### src/rtl/fifo_16x6_if.sv
// Push/pop handshake bundle between a producer/consumer and the 16x6 FIFO.
interface fifo_16x6_if #(
    parameter int unsigned DATA_WIDTH = 6
);
    logic                  push;
    logic                  pop;
    logic [DATA_WIDTH-1:0] Fifo_Data_in;
    logic [DATA_WIDTH-1:0] Fifo_Data_out;
    logic                  Fifo_Empty;
    logic                  Fifo_Full;
    logic                  Fifo_Almost_Empty;
    logic                  Pausa;
    logic                  Fifo_Error;

    // Requester side: issues push/pop and watches the status flags.
    modport master (
        output push,
        output pop,
        output Fifo_Data_in,
        input  Fifo_Data_out,
        input  Fifo_Empty,
        input  Fifo_Full,
        input  Fifo_Almost_Empty,
        input  Pausa,
        input  Fifo_Error
    );

    // Responder side: the FIFO itself.
    modport slave (
        input  push,
        input  pop,
        input  Fifo_Data_in,
        output Fifo_Data_out,
        output Fifo_Empty,
        output Fifo_Full,
        output Fifo_Almost_Empty,
        output Pausa,
        output Fifo_Error
    );
endinterface

### src/rtl/fifo_16x6.sv
// 16-entry x 6-bit synchronous FIFO with registered read data, occupancy
// flags decoded from the registered count, and a one-cycle error pulse on
// overflow/underflow.
module fifo_16x6 #(
    parameter int unsigned DATA_WIDTH   = 6,
    parameter int unsigned ADDR_WIDTH   = 4,
    parameter int unsigned ALMOST_FULL  = 1,
    parameter int unsigned ALMOST_EMPTY = 3
) (
    input  logic         clk,
    input  logic         reset_L,
    fifo_16x6_if.slave   bus
);
    localparam int unsigned DEPTH = 2 ** ADDR_WIDTH;
    localparam int unsigned CNT_W = ADDR_WIDTH + 1;

    logic [DATA_WIDTH-1:0] mem [DEPTH];

    logic [ADDR_WIDTH-1:0] wr_ptr_q, wr_ptr_d;
    logic [ADDR_WIDTH-1:0] rd_ptr_q, rd_ptr_d;
    logic [CNT_W-1:0]      count_q,  count_d;
    logic [DATA_WIDTH-1:0] data_q,   data_d;
    logic                  err_q,    err_d;

    logic empty_c;
    logic full_c;
    logic push_ok_c;
    logic pop_ok_c;

    assign empty_c = (count_q == CNT_W'(0));
    assign full_c  = (count_q == CNT_W'(DEPTH));

    // A full FIFO still takes a write when a pop frees a slot on the same edge;
    // an empty FIFO never bypasses the incoming word to the read port.
    assign push_ok_c = bus.push && (!full_c || bus.pop);
    assign pop_ok_c  = bus.pop && !empty_c;

    // Next-state for pointers, count, read data and error pulse.
    always_comb begin
        wr_ptr_d = wr_ptr_q;
        rd_ptr_d = rd_ptr_q;
        count_d  = count_q;
        data_d   = data_q;
        err_d    = 1'b0;

        if (push_ok_c) begin
            wr_ptr_d = wr_ptr_q + ADDR_WIDTH'(1);
        end
        if (pop_ok_c) begin
            rd_ptr_d = rd_ptr_q + ADDR_WIDTH'(1);
            data_d   = mem[rd_ptr_q];
        end

        case ({push_ok_c, pop_ok_c})
            2'b10:   count_d = count_q + CNT_W'(1);
            2'b01:   count_d = count_q - CNT_W'(1);
            default: count_d = count_q;
        endcase

        err_d = (bus.push && !push_ok_c) || (bus.pop && !pop_ok_c);
    end

    // Control state; reset discards all stored words at once.
    always_ff @(posedge clk or negedge reset_L) begin
        if (!reset_L) begin
            wr_ptr_q <= '0;
            rd_ptr_q <= '0;
            count_q  <= '0;
            data_q   <= '0;
            err_q    <= 1'b0;
        end else begin
            wr_ptr_q <= wr_ptr_d;
            rd_ptr_q <= rd_ptr_d;
            count_q  <= count_d;
            data_q   <= data_d;
            err_q    <= err_d;
        end
    end

    // Storage array; contents are don't-care after reset so it has none.
    always_ff @(posedge clk) begin
        if (push_ok_c) begin
            mem[wr_ptr_q] <= bus.Fifo_Data_in;
        end
    end

    assign bus.Fifo_Data_out     = data_q;
    assign bus.Fifo_Error        = err_q;
    assign bus.Fifo_Empty        = empty_c;
    assign bus.Fifo_Full         = full_c;
    assign bus.Fifo_Almost_Empty = !empty_c && (count_q <= CNT_W'(ALMOST_EMPTY));
    assign bus.Pausa             = (count_q >= CNT_W'(DEPTH - ALMOST_FULL));
endmodule

### src/flat_wrapper.sv
// flat-port wrapper written by rule: the top's interface ports become plain ports
module fifo_16x6_flat 
#(
    parameter int unsigned DATA_WIDTH   = 6,
    parameter int unsigned ADDR_WIDTH   = 4,
    parameter int unsigned ALMOST_FULL  = 1,
    parameter int unsigned ALMOST_EMPTY = 3
)
  (clk, reset_L, bus_push, bus_pop, bus_Fifo_Data_in, bus_Fifo_Data_out, bus_Fifo_Empty, bus_Fifo_Full, bus_Fifo_Almost_Empty, bus_Pausa, bus_Fifo_Error);
  fifo_16x6_if #(.DATA_WIDTH(DATA_WIDTH)) bus_i ();
  input  logic clk;
  input  logic reset_L;
  input wire logic [$bits(bus_i.push)-1:0] bus_push;
  input wire logic [$bits(bus_i.pop)-1:0] bus_pop;
  input wire logic [$bits(bus_i.Fifo_Data_in)-1:0] bus_Fifo_Data_in;
  output wire logic [$bits(bus_i.Fifo_Data_out)-1:0] bus_Fifo_Data_out;
  output wire logic [$bits(bus_i.Fifo_Empty)-1:0] bus_Fifo_Empty;
  output wire logic [$bits(bus_i.Fifo_Full)-1:0] bus_Fifo_Full;
  output wire logic [$bits(bus_i.Fifo_Almost_Empty)-1:0] bus_Fifo_Almost_Empty;
  output wire logic [$bits(bus_i.Pausa)-1:0] bus_Pausa;
  output wire logic [$bits(bus_i.Fifo_Error)-1:0] bus_Fifo_Error;
  assign bus_i.push = bus_push;
  assign bus_i.pop = bus_pop;
  assign bus_i.Fifo_Data_in = bus_Fifo_Data_in;
  assign bus_Fifo_Data_out = bus_i.Fifo_Data_out;
  assign bus_Fifo_Empty = bus_i.Fifo_Empty;
  assign bus_Fifo_Full = bus_i.Fifo_Full;
  assign bus_Fifo_Almost_Empty = bus_i.Fifo_Almost_Empty;
  assign bus_Pausa = bus_i.Pausa;
  assign bus_Fifo_Error = bus_i.Fifo_Error;
  fifo_16x6 #(.DATA_WIDTH(DATA_WIDTH), .ADDR_WIDTH(ADDR_WIDTH), .ALMOST_FULL(ALMOST_FULL), .ALMOST_EMPTY(ALMOST_EMPTY)) u_core (.clk(clk), .reset_L(reset_L), .bus(bus_i));
endmodule
### config.mk
export PLATFORM = sky130hd
export DESIGN_NAME = fifo_16x6_flat
export DESIGN_NICKNAME = d
export VERILOG_FILES = /design/src/rtl/fifo_16x6_if.sv /design/src/rtl/fifo_16x6.sv /design/src/flat_wrapper.sv
export SDC_FILE = /design/constraint.sdc
export NUM_CORES = 1
export LEC_CHECK = 0
export CAP_MARGIN = 20
export CORE_ASPECT_RATIO = 0.7
export CORE_MARGIN = 2
export CORE_UTILIZATION = 51
export DETAILED_ROUTE_END_ITERATION = 12
export PLACE_DENSITY = 0.8
export SLEW_MARGIN = 20
export SYNTH_ARGS = -nofsm -noshare
export SYNTH_HDL_FRONTEND = slang
export SYNTH_SLANG_ARGS = --single-unit
### constraint.sdc
create_clock -name clk -period 3.2 [get_ports clk]
set_input_delay 0.32 -clock clk [delete_from_list [all_inputs] [get_ports clk]]
set_output_delay 0.32 -clock clk [all_outputs]
set_load 0.01 [all_outputs]
=== Word-level counts from Yosys, hierarchy flattened ===
Memory sizes are Yosys's and may differ from the RTL's. A register that Yosys moved wholly into a read port is not among the register bits.
Cells that the tools add are included.

* Flip-flop bits (word level): 14
* Memory bits (writable): 96
* Input bits: 10
* Output and inout port bits: 11
* Word-level logic and storage cells: 31
* Memories: 1

{| class="wikitable"
|+ Memories
! memory !! words !! width !! read ports !! clocked after memory_dff !! wr ports !! RTL line !! RTL
|-
| u_core.mem || 16 || 6 || 1 || 1 || 1 || fifo_16x6.sv:17 || <nowiki>logic [DATA_WIDTH-1:0] mem [DEPTH];</nowiki>
|}

* $add $sub $neg: 4
* Magnitude comparators: 2
* Equality and inequality tests: 3
* Multiplexer cells: 3
* Reduce and logical (&&, ||, !) cells: 14

{| class="wikitable"
|+ Operators with widths
! cell !! number
|-
| 5-bit case mux with 2 select lines || 1
|-
| 4-bit by 1-bit adder with 4-bit output (second input constant) || 2
|-
| 5-bit by 1-bit adder with 5-bit output (second input constant) || 1
|-
| 5-bit equality test (second input constant) || 1
|-
| 5-bit by 4-bit >= comparator with 1-bit output (second input constant) || 1
|-
| 5-bit by 2-bit less-or-equal comparator with 1-bit output (second input constant) || 1
|-
| 1-bit logical AND || 5
|-
| 1-bit logical NOT || 5
|-
| 5-bit logical NOT || 1
|-
| 5-bit by 1-bit subtractor with 5-bit output (second input constant) || 1
|-
| 2-bit by 1-bit equality test with 1-bit output (second input constant) || 1
|-
| 2-bit equality test (second input constant) || 1
|-
| 1-bit logical OR || 2
|-
| 1-bit two-way mux || 2
|-
| 2-bit nonzero test || 1
|}

=== Depth between registers and ports, before layout ===
* Depth after elaboration: 7
* Mapped depth: 13
* Mapped depth without buffers: 10

=== Least setup slack after synthesis ===
Ideal clock, no wire load.

* Kind: register to register
* Start point: register u_core.count_q[2]
* End point: register u_core.count_q[4]
* Setup time: 124 ps
* Data arrival time: 2770 ps
* Data required time: 3076 ps
* Setup slack: 306 ps
* Cell stages (with the launch flop): 14
* Path buffers: 3
* Period minus slack after synthesis: 2894 ps
* Cells stage by stage: dfrtp_1 > buf_6 > or4_4 > o31a_1 > buf_6 > inv_1 > ha_1 > clkbuf_1 > xor2_1 > ha_1 > o211a_1 > o31ai_1 > a31oi_1 > xnor2_1

* Longest elaborated chain between the ends: 6
* Elaborated cells on any way between the ends: 13
* Those cells by class: add/sub: 2; eq/ne: 3; mux: 1; reduce/logical: 7

{| class="wikitable"
|+ Ends and longest elaborated chain
! what !! RTL line !! RTL
|-
| start: declaration || fifo_16x6.sv:21 || <nowiki>logic [CNT_W-1:0] count_q, count_d;</nowiki>
|-
| start signal: assignment || fifo_16x6.sv:74 || <nowiki>count_q <= count_d;</nowiki>
|-
| 5-bit equality test || fifo_16x6.sv:31 || <nowiki>assign full_c = (count_q == CNT_W'(DEPTH));</nowiki>
|-
| 1-bit logical NOT || fifo_16x6.sv:35 || <nowiki>assign push_ok_c = bus.push && (!full_c || bus.pop);</nowiki>
|-
| 1-bit logical OR || fifo_16x6.sv:35 ||
|-
| 1-bit logical AND || fifo_16x6.sv:35 ||
|-
| 2-bit by 1-bit equality test with 1-bit output or 2-bit equality test (tied branches) || fifo_16x6.sv:54 || <nowiki>case ({push_ok_c, pop_ok_c})</nowiki>
|-
| 5-bit case mux with 2 select lines or 2-bit nonzero test (tied branches) || -- ||
|}

Several ways; a longest one is shown, not always the timed one.
A chain may end at the register's enable or synchronous reset.

=== Final worst setup path ===
Same ends and word-level chain as after synthesis.

==> out/results.txt <==
Status -> finished, final reports clean
Die height -> 85.3 um
Routed length per instance -> 20.4 um
Worst setup SP type -> register
Layout area overhead -> 17.0%
Relative slew slack -> 27.5%
Worst EP required -> 3.49 ns
Peak supply drop -> 0.544 mV
CTS tree -> done
Worst path cell trace -> or4_4 -> o31a_1 -> inv_1 -> ha_1 -> buf_4 -> ha_1 -> o211a_1 -> o31ai_1 -> a31oi_1 -> xnor2_1
Average footprint of a synthesized cell -> 17.6 um^2
CTS H-tree lvls -> 4
Syn nets -> 292
Min Tclk post-route -> 3.01 ns
DR vias/cell -> 5.70
Worst stage delay on the critical path -> 0.62 ns
Hold_ws -> 0.411 ns
Lkg Pwr -> 1.93 nW
Core footprint -> 9110 um^2
Die Width -> 120 um
Initial antenna violation count -> 0
Crit end category -> register
Pre-CTS setup slack -> 0.244 ns
Slowest cell on crit path -> or4_4
Setup Total Neg Slack -> 0 ns
Starting Density -> 52.8%
Clock Sinks -> 116
Netlist cell types -> 37
Final setup viols -> 0
Share of cells above drive strength 1 -> 21.3%
Dpl cells -> 409
CTS clock-pin slew for the worst setup and hold paths -> 0.05 ns
Crit path kind -> register to register
Root Buffer -> clkbuf_16
Ports -> 21
Final WS setup -> 0.187 ns
ANT nets after route -> 0
Total global-route track usage -> 19.6%
Drt pass-1 iters -> 5
Final std cell area, no fill -> 5630 um^2
Largest net degree at the start of global routing -> 21
CTS Hold Bufs -> 0
Max-cap viol count -> 0
Grt ovf -> 0
Nets -> 323
Period utilization -> 94.2%
DRC violations left -> 0
Worst-margin pin slew -> 1.08 ns
Initial DRC Count -> 242
First-pass GRT wire length -> 14000 um
Top cell by count, worst path -> ha_1
Post_cts resized -> 0
Clock Tree Buf Depth -> 2
GP Congestion -> 0.780
Seq/Total Area, Yosys -> 70.3%
Hold/Removal Path Class -> input port to asynchronous set/reset pin
Area taken by multi-input logic gates -> 1320 um^2
Final std cells w/o fill -> 439
DIE AREA -> 10200 um^2
RSZ-0062 raised after global routing -> false
Final Max Tran Viols -> 0
Post-synthesis cell area -> 4810 um^2
Pwr Density -> 908 nW/um^2
CTS buffer count -> 17
Via count -> 2504
Detailed Route WL -> 8970 um
Sequential cell area -> 3380 um^2
Setup bufs post-CTS -> 0
Port Buffers -> 20
Fillers -> 656
Gate Count Post-Synth -> 273
Antenna diodes -> 0
Yosys warns -> 0
Post-DP HPWL -> 5870 um
Crit-path max FO -> 10
Achievable Freq -> 0.332 GHz
Worst Skew -> 0.00677 ns
Synth Register Bits -> 116
Row count -> 29
Crit path DAT -> 3.30 ns
Clock latency on the worst-skew pair -> 0.41 ns
Vias in the first global route -> 2533
Area after DPL -> 5150 um^2
Fin. Hold Viols -> 0
critical path, delay by kind of cell (launching register included):
kind / cells / cell delay [ns]
AOI/OAI and AO/OA: 4 / 0.88
and+or+nand+nor: 1 / 0.62
buffers and inverters: 2 / 0.31
adders and majority gates: 2 / 0.47
xor gates and xnor gates: 1 / 0.14
DFF: 1 / 0.48
kinds of logic (layout without fill, tap and decap cells):
group	Yosys count	after routing	synth area share, %
flip-flops	116	116	70.3
AND/OR/NAND/NOR	48	48	5.25
AO/OA/AOI/OAI	35	35	4.76
multiplexers	32	32	13.1
buffers and inverters	22	64	2.21
XOR/XNOR	11	11	2.00
adder cells (fa/ha/maj)	9	9	2.34
synthesized netlist by cell type:
master	number	area share (%)
edfxtp_1	96	60
mux4_2	24	11
dfrtp_1	20	10
nor2_1	18	1.4
a21oi_1	10	1.0
ha_1	9	2.3
mux2_2	8	1.9
buf_2	7	0.73
nand2_1	7	0.55
nor2b_1	7	0.91
xnor2_1	7	1.3
a211oi_1	6	0.94
clkbuf_1	6	0.47
o22ai_1	6	0.78
inv_1	5	0.39
o21ai_0	5	0.52
nor3_1	4	0.42
xor2_1	4	0.73
nand2b_1	3	0.39
buf_1	2	0.16
buf_6	2	0.47
nor4_1	2	0.26
a21boi_1	1	0.16
a311oi_1	1	0.18
a31oi_1	1	0.13
a41o_1	1	0.21
and2_1	1	0.13
and3b_1	1	0.18
nand2_4	1	0.23
nand4_1	1	0.13
nand4_2	1	0.26
nor3b_1	1	0.16
o211a_1	1	0.21
o211ai_2	1	0.26
o31a_1	1	0.18
o31ai_1	1	0.16
or4_4	1	0.23
through the flow:
stage | power (W) | utilization, %
detailed placement | 0.00357 | 56.5
CTS | 0.00514 | 61.8
global placement | 0.00353 | 56.5
finish | 0.00511 | 61.8
floorplan | 0.00314 | -
global route | 0.00537 | 61.8
cells in the final DEF (no fill, tap or decap), types with 6 or more instances in the layout:
master	netlist	routed
edfxtp_1	96	96
buf_4	0	9
nor2_1	18	18
a211oi_1	6	6
clkdlybuf4s50_1	0	20
ha_1	9	9
dfrtp_1	20	20
nor2b_1	7	7
mux4_2	24	24
nand2_1	7	7
mux2_2	8	8
clkbuf_16	0	17
o22ai_1	6	6
xnor2_1	7	7
a21oi_1	10	10
path summary, 6_finish.rpt:
kind,startpoint,end,slack [ns],cells past startpoint
max,u_core.count_q[2],u_core.count_q[4],0.19,10
min,reset_L,u_core.count_q[2],0.41,1
max reg2reg,u_core.count_q[2],u_core.count_q[4],0.19,10
min reg2reg,u_core.bus.Fifo_Data_out[4],u_core.bus.Fifo_Data_out[4],0.58,2
max in group asynchronous,reset_L,u_core.rd_ptr_q[1],2.25,1
min in group clk,u_core.bus.Fifo_Data_out[4],u_core.bus.Fifo_Data_out[4],0.58,2
layer usage:
layer | GRT usage, % | vias up | wire, um
met4 | 6.10 | 0 | 101
met1 | 26.7 | 1277 | 4000
li1 | - | 1138 | -
met5 | 0 | - | 0
met2 | 30.1 | 75 | 4310
met3 | 7.19 | 14 | 548
final cells by class:
class	count	share of cell area, %
sequential	116	60.1
tap	124	2.76
inverter	5	0.333
multi-input combinational	135	23.5
timing repair buffer	29	4.76
clock inverter	8	0.689
clock buffer	22	7.89
power by group:
group | internal [W] | switching (W)
clock network | 0.000960 | 0.000594
logic | 0.000731 | 0.000623
registers | 0.00189 | 0.000311
total | 0.00358 | 0.00153
registers in the layout, indices dropped and copies added (netlist names):
| register | cells |
|---|---|
| u_core.rd_ptr_q | 4 |
| u_core.mem | 96 |
| u_core.bus.Fifo_Data_out | 6 |
| u_core.wr_ptr_q | 4 |
| u_core.bus.Fifo_Error | 1 |
| u_core.count_q | 5 |
Power figures use the tool's default switching activity.
